[src/rtl/score_display_ctrl.sv]
// Saturating BCD score with digit-serial high-score compare at game over.
// Display digits are shadowed once per frame, with leading zeros blanked.
module score_display_ctrl #(
  parameter int         H_TOT      = 800,
  parameter int         V_TOT      = 525,
  parameter int         N_DIGITS   = 4,
  parameter int         V_LATCH    = 480,
  parameter logic [3:0] BLANK_CODE = 4'hF
) (
  input  logic                      iClk,
  input  logic                      iRstN,
  input  logic [$clog2(H_TOT)-1:0]  iCountH,
  input  logic [$clog2(V_TOT)-1:0]  iCountV,
  input  logic                      iScoreInc,
  input  logic                      iClear,
  input  logic                      iGameOver,
  output logic [4*N_DIGITS-1:0]     oScoreDigits,
  output logic [4*N_DIGITS-1:0]     oHighDigits,
  output logic                      oNewHigh,
  output logic                      oSat,
  output logic                      oBusy
);

  localparam int DW = 4 * N_DIGITS;
  localparam int VW = $clog2(V_TOT);
  localparam int KW = (N_DIGITS > 1) ? $clog2(N_DIGITS) : 1;
  localparam logic [DW-1:0] DISP_RST = {{(N_DIGITS-1){BLANK_CODE}}, 4'h0};

  typedef enum logic [1:0] {PLAY, CMP, UPD, OVER} state_t;

  state_t          state_reg, state_next;
  logic [KW-1:0]   k_reg, k_next;
  logic [DW-1:0]   score_reg, score_next;
  logic [DW-1:0]   high_reg, high_next;
  logic            new_high_reg, new_high_next;
  logic            pend_reg, pend_next;
  logic            go_prev_reg;
  logic [DW-1:0]   score_disp_reg, high_disp_reg;
  logic [N_DIGITS-1:0] nine;
  logic            sat;
  logic            go_edge;
  logic            latch;
  logic [3:0]      score_k, high_k;

  function automatic logic [DW-1:0] bcd_inc(input logic [DW-1:0] d);
    logic carry;
    carry   = 1'b1;
    bcd_inc = d;
    for (int i = 0; i < N_DIGITS; i++) begin
      if (carry) begin
        if (d[i*4 +: 4] == 4'd9) begin
          bcd_inc[i*4 +: 4] = 4'd0;
        end else begin
          bcd_inc[i*4 +: 4] = d[i*4 +: 4] + 4'd1;
          carry = 1'b0;
        end
      end
    end
  endfunction

  // Digits above the first nonzero one become blank; the LSD always shows.
  function automatic logic [DW-1:0] blank_lz(input logic [DW-1:0] d);
    logic lead;
    lead     = 1'b1;
    blank_lz = d;
    for (int i = N_DIGITS - 1; i > 0; i--) begin
      if (lead && d[i*4 +: 4] == 4'd0) begin
        blank_lz[i*4 +: 4] = BLANK_CODE;
      end else begin
        lead = 1'b0;
      end
    end
  endfunction

  generate
    for (genvar gi = 0; gi < N_DIGITS; gi++) begin : g_nine
      assign nine[gi] = (score_reg[gi*4 +: 4] == 4'd9);
    end
  endgenerate

  assign sat     = &nine;
  assign go_edge = iGameOver & ~go_prev_reg;
  assign latch   = (iCountH == '0) && (iCountV == VW'(V_LATCH));
  assign score_k = score_reg[{k_reg, 2'b00} +: 4];
  assign high_k  = high_reg[{k_reg, 2'b00} +: 4];

  always_comb begin
    state_next    = state_reg;
    k_next        = k_reg;
    score_next    = score_reg;
    high_next     = high_reg;
    new_high_next = new_high_reg;
    pend_next     = pend_reg;
    case (state_reg)
      PLAY: begin
        // Clear beats both increment and a coincident game-over edge.
        if (iClear) begin
          score_next = '0;
        end else begin
          if (go_edge) begin
            state_next = CMP;
            k_next     = KW'(N_DIGITS - 1);
          end
          if (iScoreInc && !sat) begin
            score_next = bcd_inc(score_reg);
          end
        end
      end
      CMP: begin
        if (iClear) pend_next = 1'b1;
        if (score_k > high_k) begin
          state_next = UPD;
        end else if (score_k < high_k || k_reg == '0) begin
          state_next = OVER;
        end else begin
          k_next = k_reg - 1'b1;
        end
      end
      UPD: begin
        if (iClear) pend_next = 1'b1;
        high_next     = score_reg;
        new_high_next = 1'b1;
        state_next    = OVER;
      end
      OVER: begin
        if (iClear || pend_reg) begin
          score_next    = '0;
          new_high_next = 1'b0;
          pend_next     = 1'b0;
          state_next    = PLAY;
        end
      end
      default: state_next = PLAY;
    endcase
  end

  always_ff @(posedge iClk or negedge iRstN) begin
    if (!iRstN) begin
      state_reg      <= PLAY;
      k_reg          <= '0;
      score_reg      <= '0;
      high_reg       <= '0;
      new_high_reg   <= 1'b0;
      pend_reg       <= 1'b0;
      go_prev_reg    <= 1'b0;
      score_disp_reg <= DISP_RST;
      high_disp_reg  <= DISP_RST;
    end else begin
      state_reg    <= state_next;
      k_reg        <= k_next;
      score_reg    <= score_next;
      high_reg     <= high_next;
      new_high_reg <= new_high_next;
      pend_reg     <= pend_next;
      go_prev_reg  <= iGameOver;
      if (latch) begin
        score_disp_reg <= blank_lz(score_reg);
        high_disp_reg  <= blank_lz(high_reg);
      end
    end
  end

  assign oScoreDigits = score_disp_reg;
  assign oHighDigits  = high_disp_reg;
  assign oNewHigh     = new_high_reg;
  assign oSat         = sat;
  assign oBusy        = (state_reg == CMP) || (state_reg == UPD);

endmodule

[config.mk]
export PLATFORM = sky130hd
export DESIGN_NAME = score_display_ctrl
export DESIGN_NICKNAME = d
export VERILOG_FILES = /design/src/rtl/score_display_ctrl.sv
export SDC_FILE = /design/constraint.sdc
export NUM_CORES = 1
export LEC_CHECK = 0
export ABC_CLOCK_PERIOD_IN_PS = 8100
export BUFFER_PORTS_ARGS = -buffer_cell sky130_fd_sc_hd__buf_2
export CORE_ASPECT_RATIO = 1.5
export CORE_MARGIN = 3
export CORE_UTILIZATION = 40
export CTS_BUF_LIST = sky130_fd_sc_hd__clkbuf_8
export CTS_CLUSTER_SIZE = 10
export DETAILED_ROUTE_END_ITERATION = 12
export HOLD_SLACK_MARGIN = 0.05
export SETUP_SLACK_MARGIN = 0.3
export SLEW_MARGIN = 5
export SYNTH_ARGS = -nofsm -noshare
export SYNTH_HDL_FRONTEND = slang
export SYNTH_SLANG_ARGS = --single-unit
[constraint.sdc]
create_clock -name iClk -period 8.1 [get_ports iClk]
set_input_delay 1.62 -clock iClk [delete_from_list [all_inputs] [get_ports iClk]]
set_output_delay 1.62 -clock iClk [all_outputs]
set_load 0.01 [all_outputs]
* Yosys cells after proc, flatten, opt, wreduce, memory -nomap -nowiden
Cells that the tools add are included.
Storage, ports and cells: bits in registers 71, bits of input ports 25, output and inout bits 35, logic and storage cells 129
Cells by class: add/sub/neg operators 5, order comparisons 2, equal/unequal tests 19, shift-type cells 2, multiplexer cells 54, bitwise logic cells 2, reduce and logical (&&, ||, !) cells 33
Operator list (number):
- $mux W4 | 13
- $mux W16 | 3
- $pmux W16 S2 | 1
- $shiftx A16 B5 Y4 | 2
- $logic_not A4 Y1 | 6
- $mux W1 | 24
- $reduce_and A4 Y1 | 5
- $mux W2 | 9
- $add A4 B1 Y4 const B | 4
- $eq A4 B4 Y1 const B | 4
- $ne A3 B3 Y1 const B | 5
- $eq A10 B9 Y1 const B | 1
- $logic_not A10 Y1 | 1
- $ne A2 B2 Y1 const B | 5
- $pmux W2 S4 | 1
- $reduce_bool A2 Y1 | 4
- $logic_and A1 B1 Y1 | 6
- $reduce_and A3 Y1 | 2
- $reduce_and A5 Y1 | 1
- $eq A2 B2 Y1 const B | 2
- $gt A4 B4 Y1 | 1
- $logic_not A2 Y1 | 2
- $lt A4 B4 Y1 | 1
- $pmux W1 S2 | 2
- 10 further kinds | 12

* Logic depth before layout (Yosys ltp)
Gate-level depths: netlist of run 1.
depth after elaboration 19, depth in mapped cells 9, depth with buffers taken out 8

* Worst setup path after synthesis of run 1
Ideal clock, no wire load.
path kind input-to-reg, start input iCountH[6], end register high_disp_reg[0], in the netlist oHighDigits[0], setup time 0.125 ns, arrival time 2.716 ns, required time 7.975 ns, slack 5.259 ns, stages 5, buffers on the path 1, cell sequence nor4b_1 > nand2_1 > nor3_1 > buf_2 > mux2_2
Between the ends: word-level cells in the longest chain between the ends 2
Ends and longest elaborated chain:
- from (decl) | RTL line 12 | input logic [$clog2(H_TOT)-1:0] iCountH,
- $logic_not A10 Y1 | RTL line 83 | assign latch = (iCountH == '0) && (iCountV == VW'(V_LATCH));
- $logic_and A1 B1 Y1 | RTL line 83
- to (signal assigned) | RTL line 158 | high_disp_reg <= blank_lz(high_reg);
- to (decl) | RTL line 38 | logic [DW-1:0] score_disp_reg, high_disp_reg;
No other way between the ends. A chain may end at the register's enable or synchronous reset.

* Final worst setup path of run 1
start register score_reg[8], end output oSat
Between the ends: word-level cells in the longest chain between the ends 2
Ends and longest elaborated chain:
- from (decl) | RTL line 33 | logic [DW-1:0] score_reg, score_next;
- from (signal assigned) | RTL line 151 | score_reg <= score_next;
- $eq A4 B4 Y1 | RTL line 77 | assign nine[gi] = (score_reg[gi*4 +: 4] == 4'd9);
- $reduce_and A4 Y1 | RTL line 81 | assign sat = &nine;
- to (decl) | RTL line 20 | output logic oSat,
No other way between the ends.

==> results.txt, run 1 <==
Clock Latency Late Sink - 350 ps
hold crit path type - register to register
first-pass GRT wire length - 14.4 mm
WP data arrival - 1900 ps
Crit. End Element - primary output
final setup margin - 4580 ps
die area - 10,600 sq um
Post-Place Setup Slack - 4820 ps
drt wl/cell - 15.9 microns
total track usage - 17.1%
cell taking the most area after synthesis - dfrtp_1
Pre-antenna DRT Iters - 4
worst reg2reg path startpoint - k_reg[0]$_DFFE_PN0P_
Pleak - 2.08 nW
Port-buffer cells - 59
placed cell areas - 4130 sq um
Flop pwr share - 37.8%
Switch Pwr - 526 uW
Setup TNS Final - 0 ps
yosys warns - 0
Synth top area share - 31.5%
overall routed net length - 8.43 mm
H-tree levels - 3
crit path launch type - register
routed vias/inst - 5.38
Core Util, Final - 48.4%
# rows - 42
setup violators final - 0
layout cells sized above 1 - 33.9%
most common cell after layout, fill and taps aside - nor2_1
Starting DRT DRC Count - 115
R2R Path End - state_reg[1]$_DFFE_PN0P_
layout overhead on the synthesized area - 16.4%
Die Ht - 124 microns
Slew headroom - 39.7%
final worst-path cycle share - 43.4%
combinational share of power - 38.8%
Power Density - 311 nW/um^2
Clock Tree Buf Depth - 2
Synth area leaders - dfrtp_1 (31%), dfstp_2 (17%), mux2_2 (8.1%)
CP required - 6480 ps
VDD IR max - 169 uV
clock root buffer - clkbuf_8
Hold Crit Endpoint - oHighDigits[10]$_DFFE_PN1P_
design area - 4350 sq um
initial antenna violation count - 0
worst path bufs/invs - 2
Final ANT Viol Nets - 0
largest net degree at the start of global routing - 72
Seq/Total Area, Yosys - 48.4%
Setup Fix Bufs, Post-CTS - 0
CP max-delay cell - dfrtp_1
clock group share of total power - 23.5%
outcome - completed
final net count - 460
core area - 8990 sq um
WHS Path Cells - 2
drt drc - 0
Die X-Extent - 84.9 microns
CTS-repair resized insts - 0
fin. max-slew vios - 0
Synth Register Bits - 71
net count of the mapped netlist - 400
Max-Cap Viols - 0
Initial Utilization - 41.6%
total clock buffers created by CTS - 9
Mapped Avg Cell Area - 10.6 sq um
RSZ-0062 raised after global routing - no
worst setup path category - register to primary output
crit path time final - 3520 ps
Clock Skew - 7.54 ps
FF-to-FF path depth - 7
reg-to-reg slack, setup - 5250 ps
Mapped Cells - 354
slowest cell delay on critical path - 600 ps
# diodes - 0
I/O pin count - 60
Net Sw Frac - 38.9%
Int Power - 827 uW
Worst Min Path Start - oHighDigits[10]$_DFFE_PN1P_
DP Cell Count - 513
via count - 2,844
fmax - 0.284 GHz
commonest cells after routing, fill and taps aside - nor2_1 (61), buf_2 (59), dfrtp_1 (47)
Worst path top cell family by delay - flip-flops
CTS clock-pin slew for the worst setup and hold paths - 80 ps
routability cong. - 0.779
Post-CTS Hold Buffers - 0
fin cells - 529
cells along the critical path - ha_1, and3b_1, nand4_1, inv_1, buf_2
Distinct cells, synth - 46
number of global-route vias before repair - 2,921
Fin. Hold Viols - 0
worst-path fanout max - 9
Cell Area, Synth - 3740 sq um
Worst-Margin Slew - 904 ps
GRT overflow - 0
# clock sinks - 71
CTS tree - yes
detailed placer's ending HPWL - 6.09 mm
## cells in the mapped netlist, drive strengths merged
master and instances:
a211oi 2, a21o 1, a21oi 27, a22o 1, a2bb2oi 3, a31oi 2
and2 1, and3 5, and3b 4, buf 8, clkbuf 4, dfrtp 47
dfstp 24, ha 21, inv 19, mux2 27, mux2i 2, mux4 8
nand2 18, nand2b 6, nand3 5, nand3b 3, nand4 2, nand4b 2
nor2 61, nor2b 2, nor3 3, nor3b 4, nor4 7, nor4b 1
o211a 1, o211ai 1, o21a 2, o21ai 21, o221a 1, o221ai 1
o22ai 1, o31ai 1, o41ai 3, or2 1, or3 1
## area by class of cell
type,instances,area (sq um)
Clock buffer,9,124
Clock inverter,7,96.3
Fill cell,875,4640
Inverter,19,71.3
Multi-Input combinational cell,252,1800
Sequential cell,71,1810
Tap cell,110,138
Timing Repair Buffer,61,310
## tightest hold or removal path, delay by kind of cell (launching register included)
family | cells | cell delay, ps
compound gates | 1 | 40
simple gates | 1 | 90
flops | 1 | 370
## per-stage QoR
stage / hold WS, ps / power [mW]
finish: 503 / 1.35
global route: 517 / 1.46
CTS: 506 / 1.37
detailed placement: 490 / 1.05
global placement: 488 / 1.03
floorplan: 493 / 0.895
## power groups by stage
stage | clock (mW) | sequential (mW) | combinational (mW)
after floorplan | 0 | 0.468 | 0.427
after global placement | 0 | 0.517 | 0.516
after CTS | 0.322 | 0.513 | 0.531
after global routing | 0.338 | 0.525 | 0.595
after detailed placement | 0 | 0.518 | 0.528
final | 0.318 | 0.511 | 0.524
## worst max-delay path by stage
stage | start | end | slack (ps) | cells past startpoint
2_1_floorplan | iCountH[6] | oHighDigits[0]$_DFFE_PN0P_ | 5260 | 5
3_3_place_gp | iCountH[6] | oScoreDigits[1]$_DFFE_PN0P_ | 4860 | 6
3_5_place_dp | iCountH[6] | oHighDigits[1]$_DFFE_PN0P_ | 4820 | 6
4_1_cts | score_reg[8]$_DFFE_PN0P_ | oSat | 4580 | 5
5_1_grt | score_reg[8]$_DFFE_PN0P_ | oSat | 4510 | 5
6_report | score_reg[8]$_DFFE_PN0P_ | oSat | 4580 | 5
## metal layers
metal / GRT usage [%] / share of wire, % / routed length (microns)
met1: 20.2 / 41 / 3450
met2: 29.9 / 53 / 4430
met3: 4.04 / 4.4 / 372
met4: 5.87 / 1.9 / 163
met5: 0 / 0 / 0
## logic make-up (layout without fill, tap and decap cells)
logic type,Yosys count,in the layout,share of synthesized area (%)
buffers and inverters,31,96,3.55
and+or+nand+nor,126,126,16.2
DFF,71,71,48.4
AOI/OAI and AO/OA,68,68,11.3
muxes,37,37,13.5
adders and majority gates,21,21,7.03
No activity file was read; power rests on OpenSTA's default activity.
==> run 2, diff against run 1 <==
--- a/config.mk
+++ b/config.mk
@@ -5,7 +5,8 @@
 export SDC_FILE = /design/constraint.sdc
 export NUM_CORES = 1
 export LEC_CHECK = 0
-export ABC_CLOCK_PERIOD_IN_PS = 8100
+export ABC_AREA = 1
+export ABC_CLOCK_PERIOD_IN_PS = 3400
 export BUFFER_PORTS_ARGS = -buffer_cell sky130_fd_sc_hd__buf_2
 export CORE_ASPECT_RATIO = 1.5
 export CORE_MARGIN = 3
==> constraint.sdc (replaced) <==
create_clock -name iClk -period 3.4 [get_ports iClk]
set_input_delay 0.68 -clock iClk [delete_from_list [all_inputs] [get_ports iClk]]
set_output_delay 0.68 -clock iClk [all_outputs]
set_load 0.01 [all_outputs]
==> run 2 against run 1 <==
- register-to-register slack worse by 4400 ps
- count of clock-buffer cells in the layout unchanged
- total power up 140%
- flip-flop and latch count unchanged
- sequential share of layout area down 1.8 points
- combinational power up 150%
- cell area up 4.5%
- core utilization down 0.38 points
- sequential power up 130%
- synthesized cell count up 48%
- non-clock buffer count down 1
- clock skew up 5.3 ps
- critical endpoint is now state_reg[0]$_DFFE_PN0P_
- highest routed layer unchanged
==> results.txt, run 2 <==
Setup Fix Bufs, Post-CTS - 0 (unchanged)
cell taking the most area after synthesis - dfrtp_1 (unchanged)
Fin. Hold Viols - 0 (unchanged)
Mapped Cells - 525 (was 354)
Synth top area share - 29.6% (was 31.5%)
slowest cell delay on critical path - 740 ps (was 600 ps)
number of global-route vias before repair - 3,223 (was 2,921)
total track usage - 17.4% (was 17.1%)
worst-path fanout max - 23 (was 9)
count leader, synth - nand2_1 (was nor2_1)
ys async rst share - 100% (unchanged)
Die X-Extent - 87.4 microns (was 84.9 microns)
Net Sw Frac - 43.1% (was 38.9%)
Worst-Margin Slew - 977 ps (was 904 ps)
cells along the critical path - inv_1, o21ai_0, a21oi_1, a21oi_1, ha_1, nand2_1, inv_1, nand3_1, nor2_1, a21oi_1, nand2_1, nand2_1, nand2_1 (was ha_1, and3b_1, nand4_1, inv_1, buf_2)
Slew headroom - 34.9% (was 39.7%)
total clock buffers created by CTS - 9 (unchanged)
via count - 3,408 (was 2,844)
Clock Tree Buf Depth - 2 (unchanged)
Int Power - 1.84 mW (was 827 uW)
layout overhead on the synthesized area - 14.5% (was 16.4%)
clock group share of total power - 23.3% (was 23.5%)
Initial Utilization - 41.9% (was 41.6%)
WP data arrival - 2800 ps (was 1900 ps)
yosys warns - 0 (unchanged)
# diodes - 0 (unchanged)
Synth Register Bits - 71 (unchanged)
largest net degree at the start of global routing - 42 (was 72)
final worst-path cycle share - 74.7%
I/O pin count - 60 (unchanged)
Core Util, Final - 48.0% (was 48.4%)
worst reg2reg path startpoint - k_reg[0]$_DFFE_PN0P_ (unchanged)
Power Density - 711 nW/um^2 (was 311 nW/um^2)
crit path time final - 2540 ps
Crit path top cell by count - nand2_1
Reg area - 1810 sq um (unchanged)
worst setup path category - register to register (was register to primary output)
Flop pwr share - 36.1% (was 37.8%)
final net count - 624 (was 460)
top post-synthesis cells by count - nand2_1 (204), inv_1 (55), dfrtp_1 (47), o21ai_0 (39), nor2_1 (33) (was nor2_1 (61), dfrtp_1 (47), mux2_2 (27), a21oi_1 (26), dfstp_2 (24))
Port-buffer cells - 59 (unchanged)
most common cell after layout, fill and taps aside - nand2_1 (was nor2_1)
Clock Skew - 12.8 ps (was 7.54 ps)
net count of the mapped netlist - 571 (was 400)
Pre-antenna DRT Iters - 4 (unchanged)
Switch Pwr - 1.40 mW (was 526 uW)
VDD IR max - 628 uV (was 169 uV)
CTS-repair resized insts - 0 (unchanged)
commonest cells after routing, fill and taps aside - nand2_1 (204), buf_2 (59), inv_1 (55) (was nor2_1 (61), buf_2 (59), dfrtp_1 (47))
overall routed net length - 9.05 mm (was 8.43 mm)
outcome - completed (unchanged)
hold crit path type - input port to async pin (was register to register)
Post-synth EDFFs - 0 (unchanged)
fill count - 953 (was 875)
GRT overflow - 0 (unchanged)
Crit. End Element - register (was primary output)
placed cell areas - 4330 sq um (was 4130 sq um)
area of the multi-input gates - 1860 sq um (was 1800 sq um)
H-tree levels - 3 (unchanged)
Cell Area, Synth - 3970 sq um (was 3740 sq um)
# clock sinks - 71 (unchanged)
crit path launch type - register (unchanged)
clock root buffer - clkbuf_8 (unchanged)
Mapped Avg Cell Area - 7.56 sq um (was 10.6 sq um)
final setup margin - 860 ps (was 4580 ps)
Die Ht - 128 microns (was 124 microns)
setup violators final - 0 (unchanged)
drt drc - 0 (unchanged)
CTS clock-pin slew for the worst setup and hold paths - 90 ps (was 80 ps)
Post-CTS Hold Buffers - 0 (unchanged)
CTS tree - yes (unchanged)
Setup TNS Final - 0 ps (unchanged)
Critical path origin - k_reg[0]$_DFFE_PN0P_ (was score_reg[8]$_DFFE_PN0P_)
Post-Place Setup Slack - 896 ps (was 4820 ps)
die area - 11,200 sq um (was 10,600 sq um)
Distinct cells, synth - 25 (was 46)
# rows - 43 (was 42)
layout cells sized above 1 - 19.0% (was 33.9%)
worst path bufs/invs - 2 (unchanged)
ys flop type - dfrtp_1 (unchanged)
CP required - 3660 ps (was 6480 ps)
Synth area leaders - dfrtp_1 (30%), nand2_1 (19%), dfstp_2 (16%) (was dfrtp_1 (31%), dfstp_2 (17%), mux2_2 (8.1%))
Final Hold Slack - 360 ps (was 503 ps)
initial antenna violation count - 0 (unchanged)
first-pass GRT wire length - 15.2 mm (was 14.4 mm)
Max-Cap Viols - 0 (unchanged)
CP max-delay cell - dfrtp_1 (unchanged)
RSZ-0062 raised after global routing - no (unchanged)
fmax - 0.394 GHz
Worst path top cell family by delay - flip-flops (unchanged)
routability cong. - 0.897 (was 0.779)
Pleak - 2.40 nW (was 2.08 nW)
design area - 4550 sq um (was 4350 sq um)
Starting DRT DRC Count - 170 (was 115)
Seq/Total Area, Yosys - 45.5% (was 48.4%)
fin. max-slew vios - 0 (unchanged)
Final ANT Viol Nets - 0 (unchanged)
core area - 9470 sq um (was 8990 sq um)
Clock Latency Late Sink - 360 ps (was 350 ps)
drt wl/cell - 13.0 microns (was 15.9 microns)
routed vias/inst - 4.90 (was 5.38)
detailed placer's ending HPWL - 6.77 mm (was 6.09 mm)
combinational share of power - 40.6% (was 38.8%)
[run 2: cell count changes after synthesis, sizes merged, moves of 5 or more]
| cell | before | now |
|---|---|---|
| nand2 | 18 | 209 |
| inv | 19 | 55 |
| mux2 | 27 | 0 |
| nor2 | 61 | 34 |
| o21ai | 21 | 40 |
| nand4 | 2 | 17 |
| nand3 | 5 | 16 |
| mux4 | 8 | 0 |
| nor4 | 7 | 0 |
| nand2b | 6 | 0 |
| and3 | 5 | 0 |
[run 2: routing by layer]
| metal | up-vias | part of all wire, % | GRT usage (%) |
|---|---|---|---|
| met4 | 0 | 2.5 | 8.40 |
| li1 | 1763 | - | - |
| met2 | 54 | 50 | 29.9 |
| met5 | - | 0 | 0 |
| met1 | 1576 | 44 | 21.0 |
| met3 | 15 | 3.1 | 2.32 |
[run 2: final timing paths]
kind                                               endpoint  slack, ps  depth (start not counted)
worst max-delay path               state_reg[0]$_DFFE_PN0P_        860                         13
worst min-delay path              score_reg[15]$_DFFE_PN0P_        360                          1
worst max register to register     state_reg[0]$_DFFE_PN0P_        860                         13
worst min register to register  oHighDigits[12]$_DFFE_PN1P_        460                          2
max in group asynchronous        oHighDigits[5]$_DFFE_PN1P_       2300                          2
min in group iClk                     go_prev_reg$_DFF_PN0_        440                          1
[run 2: power groups by stage]
stage | registers [mW] | clock network [mW] | logic (mW)
5_1_grt | 1.19 | 0.813 | 1.55
4_1_cts | 1.17 | 0.778 | 1.33
3_3_place_gp | 1.17 | 0 | 1.29
2_1_floorplan | 1.09 | 0 | 1.10
6_report | 1.17 | 0.754 | 1.31
3_5_place_dp | 1.18 | 0 | 1.32
[run 2: layout make-up]
type | count | area share, %
multi-input combinational | 381 | 40.8
tap | 112 | 3.08
inverter | 55 | 4.54
timing repair buffer | 60 | 6.94
sequential | 71 | 39.7
clock buffer | 9 | 2.73
clock inverter | 7 | 2.12
[run 2: kinds of logic (layout without fill, tap and decap cells)]
family | Yosys count | after routing | synth area share [%]
and+or+nand+nor | 285 | 285 | 29.6
adders and majority gates | 21 | 21 | 6.62
xor gates and xnor gates | 8 | 8 | 1.76
buffers and inverters | 73 | 131 | 7.75
AOI/OAI and AO/OA | 67 | 67 | 8.73
DFF | 71 | 71 | 45.5
[run 2: through the flow]
stage          total power [mW]  cells
2_1_floorplan              2.19    525
3_3_place_gp               2.46    679
3_5_place_dp               2.50    679
4_1_cts                    3.27    695
5_1_grt                    3.55    695
6_report                   3.23    695
[run 2: worst register-to-register path, delay by kind of cell (launching register included)]
| family | cells | cell delay [ps] |
|---|---|---|
| flip-flops | 1 | 740 |
| AO/OA/AOI/OAI | 4 | 680 |
| AND/OR/NAND/NOR | 6 | 400 |
| buffers and inverters | 2 | 390 |
| adder cells (fa/ha/maj) | 1 | 250 |
==> run 3, diff against run 2 <==
--- a/config.mk
+++ b/config.mk
@@ -6,7 +6,7 @@
 export NUM_CORES = 1
 export LEC_CHECK = 0
 export ABC_AREA = 1
-export ABC_CLOCK_PERIOD_IN_PS = 3400
+export ABC_CLOCK_PERIOD_IN_PS = 2420
 export BUFFER_PORTS_ARGS = -buffer_cell sky130_fd_sc_hd__buf_2
 export CORE_ASPECT_RATIO = 1.5
 export CORE_MARGIN = 3
==> constraint.sdc (replaced) <==
create_clock -name iClk -period 2.42 [get_ports iClk]
set_input_delay 0.484 -clock iClk [delete_from_list [all_inputs] [get_ports iClk]]
set_output_delay 0.484 -clock iClk [all_outputs]
set_load 0.01 [all_outputs]
==> run 3 against run 2 <==
- clock power rose by 55%
- first-iteration DRC count rose by 51%
- combinational power rose by 92%
- total power rose by 63%
- register-to-register slack got worse by 460 ps
- hold slack got worse by 240 ps
- non-clock buffer count rose by 20
- via count rose by 3.1%
- cell area rose by 8.1%
- clock skew fell by 2.1 ps
- critical path depth fell by 6
- critical path type is now register to primary output
- critical endpoint is now oSat
- highest routed layer unchanged
==> results.txt, run 3 (synthesized netlist as in run 2, its figures left out) <==
outcome - completed (unchanged)
DP Cell Count - 687 (was 679)
GRT overflow - 0 (unchanged)
crit path time final - 2030 ps
worst setup path category - register to primary output (was register to register)
Worst-Margin Slew - 537 ps (was 977 ps)
most common cell after layout, fill and taps aside - nand2_1 (unchanged)
Fin. Hold Viols - 0 (unchanged)
setup violators final - 0 (unchanged)
commonest cells after routing, fill and taps aside - nand2_1 (198), buf_2 (59), inv_1 (51) (was nand2_1 (204), buf_2 (59), inv_1 (55))
Post-Place Setup Slack - 267 ps (was 896 ps)
# diodes - 0 (unchanged)
Post-CTS Hold Buffers - 0 (unchanged)
Core Util, Final - 51.9% (was 48.0%)
Port-buffer cells - 59 (unchanged)
VDD IR max - 633 uV (was 628 uV)
worst path bufs/invs - 3 (was 2)
hold crit path type - input port to async pin (unchanged)
Initial Utilization - 41.9% (unchanged)
CP required - 1940 ps (was 3660 ps)
# rows - 43 (unchanged)
Stages on worst setup path - 7 (was 13)
Pre-antenna DRT Iters - 5 (was 4)
layout cells sized above 1 - 28.5% (was 19.0%)
fill count - 946 (was 953)
CTS clock-pin slew for the worst setup and hold paths - 90 ps (about the same)
Crit. End Element - primary output (was register)
fmax - 0.492 GHz
R2R Path End - k_reg[0]$_DFFE_PN0P_ (was state_reg[0]$_DFFE_PN0P_)
CTS tree - yes (unchanged)
routability cong. - 0.850 (was 0.897)
# clock sinks - 71 (unchanged)
Pleak - 2.54 nW (was 2.40 nW)
Clock Skew - 10.7 ps (was 12.8 ps)
detailed placer's ending HPWL - 6.79 mm (was 6.77 mm)
drt wl/cell - 13.3 microns (was 13.0 microns)
Starting DRT DRC Count - 257 (was 170)
Clock Latency Late Sink - 360 ps (about the same)
first-pass GRT wire length - 15.1 mm (was 15.2 mm)
die area - 11,200 sq um (unchanged)
H-tree levels - 3 (unchanged)
worst reg2reg path startpoint - k_reg[0]$_DFFE_PN0P_ (unchanged)
Final ANT Viol Nets - 0 (unchanged)
fin cells - 716 (was 695)
Die X-Extent - 87.4 microns (unchanged)
clock root buffer - clkbuf_8 (unchanged)
FF-to-FF path depth - 13 (unchanged)
number of global-route vias before repair - 3,229 (was 3,223)
placed cell areas - 4390 sq um (was 4330 sq um)
design area - 4910 sq um (was 4550 sq um)
Max-Cap Viols - 0 (unchanged)
Slew headroom - 63.9% (was 34.9%)
total clock buffers created by CTS - 9 (unchanged)
worst-path fanout max - 4 (was 23)
RSZ-0062 raised after global routing - yes (was no)
Worst path top cell family by delay - flip-flops (unchanged)
Die Ht - 128 microns (unchanged)
final worst-path cycle share - 83.9%
I/O pin count - 60 (unchanged)
largest net degree at the start of global routing - 72 (was 42)
fin. max-slew vios - 0 (unchanged)
slowest cell delay on critical path - 440 ps (was 740 ps)
final net count - 645 (was 624)
Power Density - 1070 nW/um^2 (was 711 nW/um^2)
overall routed net length - 9.51 mm (was 9.05 mm)
CP max-delay cell - dfrtp_2 (was dfrtp_1)
via count - 3,514 (was 3,408)
reg-to-reg slack, setup - 400 ps (was 860 ps)
routed vias/inst - 4.91 (was 4.90)
crit path launch type - register (unchanged)
initial antenna violation count - 0 (unchanged)
drt drc - 0 (unchanged)
Clock Tree Buf Depth - 2 (unchanged)
layout overhead on the synthesized area - 23.7% (was 14.5%)
core area - 9470 sq um (unchanged)
total track usage - 17.2% (was 17.4%)
Final Hold Slack - 121 ps (was 360 ps)
Setup TNS Final - 0 ps (unchanged)
cells along the critical path - inv_4, ha_2, nand3_2, nor2_4, nand2_2, inv_1, buf_2 (was inv_1, o21ai_0, a21oi_1, a21oi_1, ha_1, nand2_1, inv_1, nand3_1, nor2_1, a21oi_1, nand2_1, nand2_1, nand2_1)
final setup margin - 389 ps (was 860 ps)
WP data arrival - 1550 ps (was 2800 ps)
total power - 5.27 mW (was 3.23 mW)
-- run 3: cell types whose count changed in the layout (fill, tap and decap cells not counted), moves of 8 or more --
cell and change:
buf_4 +17, a21oi_2 +8, o21ai_0 -9, a21oi_1 -9, dfrtp_2 +8, dfrtp_1 -8
-- run 3: repair_timing --
action                     4_1_cts  5_1_grt
setup endpoints to repair        2        5
setup buffers                    0       10
resized for setup                2       58
pin swaps                        0       14
cloned                           0        3
-- run 3: area by class of cell --
cell class | instances | area, sq um | share of cell area [%]
Clock buffer | 9 | 124 | 2.52
Clock inverter | 7 | 121 | 2.47
Inverter | 55 | 219 | 4.46
Multi-Input combinational cell | 381 | 1980 | 40.3
Sequential cell | 71 | 1820 | 37.0
Tap cell | 112 | 140 | 2.85
Timing Repair Buffer | 80 | 508 | 10.3
Timing Repair inverter | 1 | 5.00 | 0.102
-- run 3: worst max-delay path by stage --
stage                                  start                       end
finish              score_reg[5]$_DFFE_PN0P_                      oSat
global route            k_reg[0]$_DFFE_PN0P_      k_reg[0]$_DFFE_PN0P_
detailed placement      k_reg[1]$_DFFE_PN0P_  state_reg[0]$_DFFE_PN0P_
global placement        k_reg[1]$_DFFE_PN0P_  state_reg[0]$_DFFE_PN0P_
floorplan               k_reg[1]$_DFFE_PN0P_  state_reg[0]$_DFFE_PN0P_
CTS                 score_reg[1]$_DFFE_PN0P_                      oSat
-- run 3: report_power, final --
part / total [mW] / switching [mW] / internal, mW
Sequential: 1.60 / 0.213 / 1.39
Combinational: 2.51 / 1.56 / 0.954
Clock: 1.17 / 0.480 / 0.685
-- run 3: metal layers --
layer	vias up	GRT usage, %	wire [microns]
met2	74	30.6	4870
met1	1623	20.3	3980
met5	-	0	0
li1	1803	-	-
met4	0	6.14	248
met3	14	3.41	411
